===== src/rtl/nibble_packer.sv =====
// Packs RATIO consecutive DATA_W-bit words (LSB lane first) into one registered output word.
// Optional NIBBLE_PACKER_FLUSH_EN adds flush/out_keep for emitting partial words.

module nibble_packer_lane #(
  parameter int DATA_W = 4
) (
  input  logic              clk,
  input  logic              reset,
  input  logic              we,
  input  logic [DATA_W-1:0] d,
  output logic [DATA_W-1:0] q
);
  always_ff @(posedge clk) begin
    if (reset)   q <= '0;
    else if (we) q <= d;
  end
endmodule

module nibble_packer #(
  parameter int DATA_W = 4,
  parameter int RATIO  = 4
) (
  input  logic                    clk,
  input  logic                    reset,
  input  logic [DATA_W-1:0]       in_data,
  input  logic                    in_valid,
  output logic                    in_ready,
  output logic [DATA_W*RATIO-1:0] out_data,
  output logic                    out_valid,
`ifdef NIBBLE_PACKER_FLUSH_EN
  input  logic                    flush,
  output logic [RATIO-1:0]        out_keep,
`endif
  input  logic                    out_ready
);
  localparam int CW = $clog2(RATIO);
  localparam logic [CW-1:0] LAST = CW'(RATIO-1);

  logic [CW-1:0]                  cnt;
  logic [RATIO-2:0][DATA_W-1:0]   acc;
  logic [RATIO-2:0]               lane_we;
  logic                           in_beat, out_beat, final_beat, base_ready;

  // Only the closing lane can stall: it needs the output register free.
  assign base_ready = (cnt != LAST) || !out_valid || out_ready;
  assign in_beat    = in_valid && in_ready;
  assign out_beat   = out_valid && out_ready;
  assign final_beat = in_beat && (cnt == LAST);

  // Top lane never lands in acc; it goes straight into out_data.
  for (genvar g = 0; g < RATIO-1; g++) begin : g_lane
    assign lane_we[g] = in_beat && (cnt == CW'(g));
    nibble_packer_lane #(.DATA_W(DATA_W)) u_lane (
      .clk   (clk),
      .reset (reset),
      .we    (lane_we[g]),
      .d     (in_data),
      .q     (acc[g])
    );
  end

`ifdef NIBBLE_PACKER_FLUSH_EN
  logic                         pending, flush_fire;
  logic [RATIO-1:0]             fill_mask;
  logic [RATIO-1:0][DATA_W-1:0] flush_word;

  assign in_ready   = base_ready && !pending;
  assign flush_fire = pending && (!out_valid || out_ready);

  always_comb begin
    fill_mask  = '0;
    flush_word = '0;
    for (int k = 0; k < RATIO-1; k++) begin
      fill_mask[k] = (k < int'(cnt));
      if (fill_mask[k]) flush_word[k] = acc[k];
    end
  end

  // A flush that lands on the closing beat is satisfied by the full word itself.
  always_ff @(posedge clk) begin
    if (reset)                                              pending <= 1'b0;
    else if (flush_fire)                                    pending <= 1'b0;
    else if (flush && (cnt != '0 || in_beat) && !final_beat) pending <= 1'b1;
  end
`else
  assign in_ready = base_ready;
`endif

  always_ff @(posedge clk) begin
    if (reset) begin
      cnt       <= '0;
      out_valid <= 1'b0;
      out_data  <= '0;
`ifdef NIBBLE_PACKER_FLUSH_EN
      out_keep  <= '0;
`endif
    end else begin
      if (in_beat) cnt <= (cnt == LAST) ? '0 : cnt + CW'(1);
`ifdef NIBBLE_PACKER_FLUSH_EN
      else if (flush_fire) cnt <= '0;
`endif

      if (final_beat) begin
        out_data  <= {in_data, acc};
        out_valid <= 1'b1;
`ifdef NIBBLE_PACKER_FLUSH_EN
        out_keep  <= '1;
      end else if (flush_fire) begin
        out_data  <= flush_word;
        out_valid <= 1'b1;
        out_keep  <= fill_mask;
`endif
      end else if (out_beat) begin
        out_valid <= 1'b0;
      end
    end
  end
endmodule


===== config.mk =====
export PLATFORM = sky130hd
export DESIGN_NAME = nibble_packer
export DESIGN_NICKNAME = d
export VERILOG_FILES = /design/src/rtl/nibble_packer.sv
export SDC_FILE = /design/constraint.sdc
export NUM_CORES = 1
export LEC_CHECK = 0
export BUFFER_PORTS_ARGS = -buffer_cell sky130_fd_sc_hd__buf_4
export CELL_PAD_IN_SITES_DETAIL_PLACEMENT = 1
export CELL_PAD_IN_SITES_GLOBAL_PLACEMENT = 2
export CORE_MARGIN = 2
export CORE_UTILIZATION = 33
export DETAILED_ROUTE_END_ITERATION = 8
export PLACE_DENSITY_LB_ADDON = 0.1
export SETUP_SLACK_MARGIN = 0.05
export SLEW_MARGIN = 20
export SYNTH_ARGS = -nofsm -noshare
export SYNTH_HDL_FRONTEND = slang
export SYNTH_HIERARCHICAL = 1
export SYNTH_SLANG_ARGS = --single-unit

===== constraint.sdc =====
create_clock -name clk -period 2 [get_ports clk]
set_clock_uncertainty 0.15 [all_clocks]
set_input_delay 0 -clock clk [delete_from_list [all_inputs] [get_ports clk]]
set_output_delay 0 -clock clk [all_outputs]
set_load 0.05 [all_outputs]

# == After elaboration in Yosys (flattened, before gate mapping) ==
# Cells that the tools add are included.
# totals
mem_bits_ro,0
output_inout_bits,18
mem_bits_rw,0
ff_bits,31
input_bits,8
latchBits,0
mem_count,0
wordCells,25
# op_classes
add_sub_neg,1
mul,0
mux,3
n_reduce_logical,11
div,0
shift,0
bitwise_logic,0
order_cmp,0
n_eq_ne,4
# op_table
op,count
1-bit logical AND,6
"2-bit equality test, second input constant",2
"2-bit by 1-bit adder with 2-bit output, second input constant",1
"2-bit by 1-bit equality test with 1-bit output, second input constant",1
2-bit logical NOT,1
1-bit logical OR,2
1-bit two-way mux,2
2-bit two-way mux,1
"2-bit != test, second input constant",1
2-bit nonzero test,1
1-bit logical NOT,1

# == Logic depth before layout (Yosys ltp) ==
# logic_depth
word_depth,6
mapped_depth,7

# == Modules after synthesis ==
# The synthesis kept the hierarchy.
# by_module_without_submodules
module,cells_each,n_inst,area_each_um2
nibble_packer,97,1,899.6
nibble_packer_lane,13,3,140.1

# == Worst setup path before layout ==
# No wires, ideal clock.
# synth_timing
kind,reg2reg
startpoint,reg out_valid
endpoint,reg g_lane[0].u_lane.q[0]
period_less_slack_ns,1.810
path_slack_ns,0.190
n_path_buf,2
setup_ns,0.114
t_arrival_ns,1.546
stages_incl_launch_ff,8
path_cell_list,dfxtp_1 > nor2b_1 > buf_2 > a21boi_2 > and2_1 > clkbuf_2 > mux2i_1 > nor2_1
# synth_between
elab_chain_cells,5
# synth_lines
element,line,rtl
start: declaration,29,"output logic out_valid,"
start signal: assignment,92,out_valid <= 1'b0;
start signal: assignment,105,out_valid <= 1'b1;
start signal: assignment,114,out_valid <= 1'b0;
1-bit logical NOT,45,assign base_ready = (cnt != LAST) || !out_valid || out_ready;
1-bit logical OR (2 in a row),45,
1-bit logical AND,46,assign in_beat = in_valid && in_ready;
1-bit logical AND,52,assign lane_we[g] = in_beat && (cnt == CW'(g));
via lane_we[0],41,logic [RATIO-2:0] lane_we;
end signal: assignment,14,if (reset) q <= '0;
end signal: assignment,15,else if (we) q <= d;
end: declaration,11,output logic [DATA_W-1:0] q
# The timed path passes the listed nets, and every way through them passes these cells.
# A chain may end at the register's enable or synchronous reset.

# == Final worst setup path ==
# layout_timing
startpoint,reg cnt[0]
endpoint,reg g_lane[1].u_lane.q[0]
# layout_between
elab_chain_cells,5
word_cells_on_any_way,6
classes_between,eq/ne (2); reduce/logical (4)
# layout_lines
element,line,rtl
start: declaration,39,logic [CW-1:0] cnt;
start signal: assignment,98,if (in_beat) cnt <= (cnt == LAST) ? '0 : cnt + CW'(1);
2-bit != test,45,
1-bit logical OR (2 in a row),45,
1-bit logical AND,46,
1-bit logical AND (*),52,
via lane_we[1],41,
end signal: assignment,14,
end signal: assignment,15,
end: declaration,11,
# The timed path passes the listed nets; every way through them passes the cells marked *.

==> flow_summary_export.csv <==
group,metric,value,unit
cts,clock-sinks,31,
die,row_count,22,
timing,finalSetupViolCount,0,
global_routing,grt_usage,15.8,%
worst_hold_path,hold_path.class,"in2reg",
yosys,synth_top_family_by_area,"simple AND/OR/NAND/NOR gates",
cts,post-cts-setup-buffers,0,
timing,period_needed,1.74,ns
timing,fin_tns_setup,0,ns
global_routing,use_met1,18.5,%
cts,clk_pin_slew_worst_paths,0.07,ns
yosys,netlist.area_leader.share,47.0,%
worst_hold_path,holdPathEnd,"cnt[1]$_SDFFE_PP0P_",
global_routing,grt.busiest_layer,"met2",
yosys,syn-num-nets,148,
cells_and_area,nNetsFinal,177,
yosys,synth_largest_area_cell,"dfxtp_1",
timing,rsz0062_at_grt,"false",
cts,cts_inserted_buffers,5,
yosys,synth_cell_types,25,
yosys,avgSynthCellArea,9.71,sq um
critical_path,rr_worst_depth,5,
yosys,syn_inst,136,
global_routing,grt_pass1_wl,5110,um
global_routing,grt.met3_usage,3.67,%
worst_hold_path,min_from,"out_ready",
cts,cts_root_buf,"clkbuf_8",
yosys,synth_adder_area_share,3.79,%
drt,dr.pass1.iters,3,
yosys,synth-edff-count,0,
critical_path,rrSetupSlack,0.26,ns
cts,htree_levels,2,
place,hpwlAfterDp,2120,um
critical_path,r2r-end,"g_lane[1].u_lane/q[0]$_SDFFE_PP0P_",
place,place_inst,200,
die,dieWidth,67.2,um
yosys,synthTopCellsByCount,"31 x dfxtp_1, 17 x a21oi_1, 15 x nand3_1, 13 x mux2i_1, 12 x nor2_1",
critical_path,critPathLaunchType,"flip-flop",
die,dieArea,0.00452,sq mm
critical_path,crit_type,"reg2reg",
cells_and_area,drive_gt1_share,24.1,%
status,status,"completed",
power_and_ir_drop,leakage,0.637,nW
cts,insertion_delay,0.29,ns
drt,ant_nets,0,
cells_and_area,seqCellArea,621,sq um
yosys,synth_ff_type,"dfxtp_1",
yosys,muxShareOfSynthArea,9.86,%
timing,final.period_utilization,87.2,%
run,drv_cap,0,
global_routing,grt_pass1_vias,1093,
yosys,seq_area_frac_synth,47.0,%
die,die_height,67.2,um
drt,drt_iter0_markers,46,
yosys,syn_area,0.00132,sq mm
yosys,ys_ff_latch,31,
timing,hold_violations,0,
global_routing,grt_overflow,0,
place,gp_congestion,0.769,
die,core,0.00374,sq mm
timing,fmax,573,MHz
drt,viasPerCell,4.86,
drt,vias,1040,
global_routing,antenna_found_initial,0,
die,start_util,35.3,%
drt,post_drt_wl_per_cell,14.3,um
timing,max_slew_margin,54.3,%
die,pin_count,26,
power_and_ir_drop,power.density,844,mW/mm^2
critical_path,cp_max_fo,5,
critical_path,r2r_start,"cnt[0]$_SDFFE_PP0P_",
global_routing,grt_max_degree,34,
yosys,ys_async_sr_fraction,0,%
timing,worstMarginPinSlew,0.686,ns
yosys,synthTopCellsByArea,"dfxtp_1 47%, mux2i_1 9.9%, a21oi_1 6.4%",
worst_hold_path,holdPathStages,4,
cells_and_area,multiInputGateArea,568,sq um
cells_and_area,n_antenna_cell,0,
critical_path,worstPathArrival,1.77,ns
yosys,synthSimpleGateAreaFrac,15.2,%
cells_and_area,layout.filler_cells,456,
yosys,synth_xor_area_share,0,%
yosys,synth_compound_area_share,14.2,%
cts,clockBufferDepth,2,
critical_path,critPathRequiredTime,2.02,ns
yosys,yosysMostFrequentCell,"dfxtp_1",
cells_and_area,area_growth,24.6,%
global_routing,use_met2,25.6,%
cells_and_area,stdcell_count,214,
place,io_buffer_count,25,
drt,drc,0,
cts,cts_tree,"yes",
power_and_ir_drop,ir_drop,0.378,mV
critical_path,crit_path_end_kind,"flip-flop",
drt,postRouteWirelength,3060,um
timing,report.final.slew_viol_count,0,
yosys,yosys_warnings,6,
==> registers in the layout, indices dropped and copies added, names as in the netlist <==
signal,count
out_data,16
out_valid,1
g_lane.u_lane/q,12
cnt,2
==> worst max-delay path by stage <==
stage / slack [ns] / from / endpoint / cells past startpoint
final: 0.26 / cnt[0]$_SDFFE_PP0P_ / g_lane[1].u_lane/q[0]$_SDFFE_PP0P_ / 5
after global placement: 0.34 / cnt[0]$_SDFFE_PP0P_ / g_lane[1].u_lane/q[0]$_SDFFE_PP0P_ / 5
after global routing: 0.15 / cnt[0]$_SDFFE_PP0P_ / g_lane[1].u_lane/q[3]$_SDFFE_PP0P_ / 5
after floorplan: 0.19 / out_valid$_SDFFE_PP0P_ / g_lane[0].u_lane/q[0]$_SDFFE_PP0P_ / 7
after CTS: 0.25 / cnt[0]$_SDFFE_PP0P_ / g_lane[1].u_lane/q[1]$_SDFFE_PP0P_ / 5
after detailed placement: 0.25 / cnt[0]$_SDFFE_PP0P_ / g_lane[1].u_lane/q[0]$_SDFFE_PP0P_ / 5
==> area by class of cell <==
cell class | count | share of cell area (%)
clock buffer | 6 | 5.02
clock inverter | 2 | 2.13
inverter | 2 | 0.457
multi-input combinational | 91 | 34.6
sequential | 31 | 37.7
tap | 48 | 3.65
timing repair buffer | 34 | 16.4
==> cell usage in the layout, fill, tap and decap left out <==
| cell type | Yosys | layout |
|---|---|---|
| dfxtp_1 | 31 | 31 |
| buf_4 | 1 | 28 |
| a21oi_1 | 17 | 17 |
| nand3_1 | 15 | 15 |
| mux2i_1 | 13 | 13 |
| nor2_1 | 12 | 12 |
| o21ai_1 | 8 | 8 |
| o21ai_0 | 7 | 7 |
| clkbuf_8 | 3 | 6 |
| dlygate4sd3_1 | 0 | 6 |
| ha_1 | 4 | 4 |
| and2_1 | 3 | 3 |
| nand2b_1 | 3 | 3 |
| nand2_1 | 2 | 2 |
| inv_1 | 2 | 2 |
| nor2b_1 | 1 | 1 |
| a21boi_2 | 1 | 1 |
| and2_4 | 1 | 1 |
| o21ai_2 | 1 | 1 |
| or4b_1 | 1 | 1 |
| o31ai_1 | 1 | 1 |
| nand3_2 | 1 | 1 |
| bufinv_16 | 0 | 1 |
| clkinv_2 | 0 | 1 |
==> critical path, cell delays in order (launching register included) <==
cell	delay [ns]
dfxtp_1	0.33
ha_1	0.27
a21boi_2	0.24
and2_1	0.34
mux2i_1	0.24
nor2_1	0.06
==> metrics by stage <==
| stage | hold slack [ns] | total power [mW] | cell area (sq um) | utilization [%] | worst slack [ns] |
|---|---|---|---|---|---|
| finish | 0.131 | 1.39 | 1640 | 43.9 | 0.256 |
| global placement | 0.130 | 0.748 | 1470 | 39.2 | 0.337 |
| floorplan | -0.0776 | 0.722 | 1320 | - | 0.190 |
| detailed placement | 0.141 | 0.751 | 1470 | 39.2 | 0.246 |
| global route | 0.171 | 1.45 | 1640 | 43.9 | 0.152 |
| CTS | 0.136 | 1.41 | 1640 | 43.9 | 0.253 |
==> repair_timing <==
item / CTS / global route
hold endpoints to repair: 30 / 0
hold buffers: 6 / 0
resized for setup: 0 / 0
==> routing by layer <==
metal,wire length (um),up-vias
met3,123,7
met4,77,0
li1,-,521
met1,1410,492
met5,0,-
met2,1450,20
==> report_power, final <==
group / total [mW] / switching (mW) / leakage (nW) / internal, mW
clock network: 0.643 / 0.240 / 0.0612 / 0.403
registers: 0.644 / 0.0102 / 0.251 / 0.634
logic: 0.101 / 0.0546 / 0.325 / 0.0461
total: 1.39 / 0.305 / 0.637 / 1.08
==> logic make-up after synthesis <==
logic type	after synthesis
AND/OR/NAND/NOR	39
buffers and inverters	14
AO/OA/AOI/OAI	35
multiplexers	13
flip-flops	31
adder cells (fa/ha/maj)	4
No activity file was read; power rests on OpenSTA's default activity.
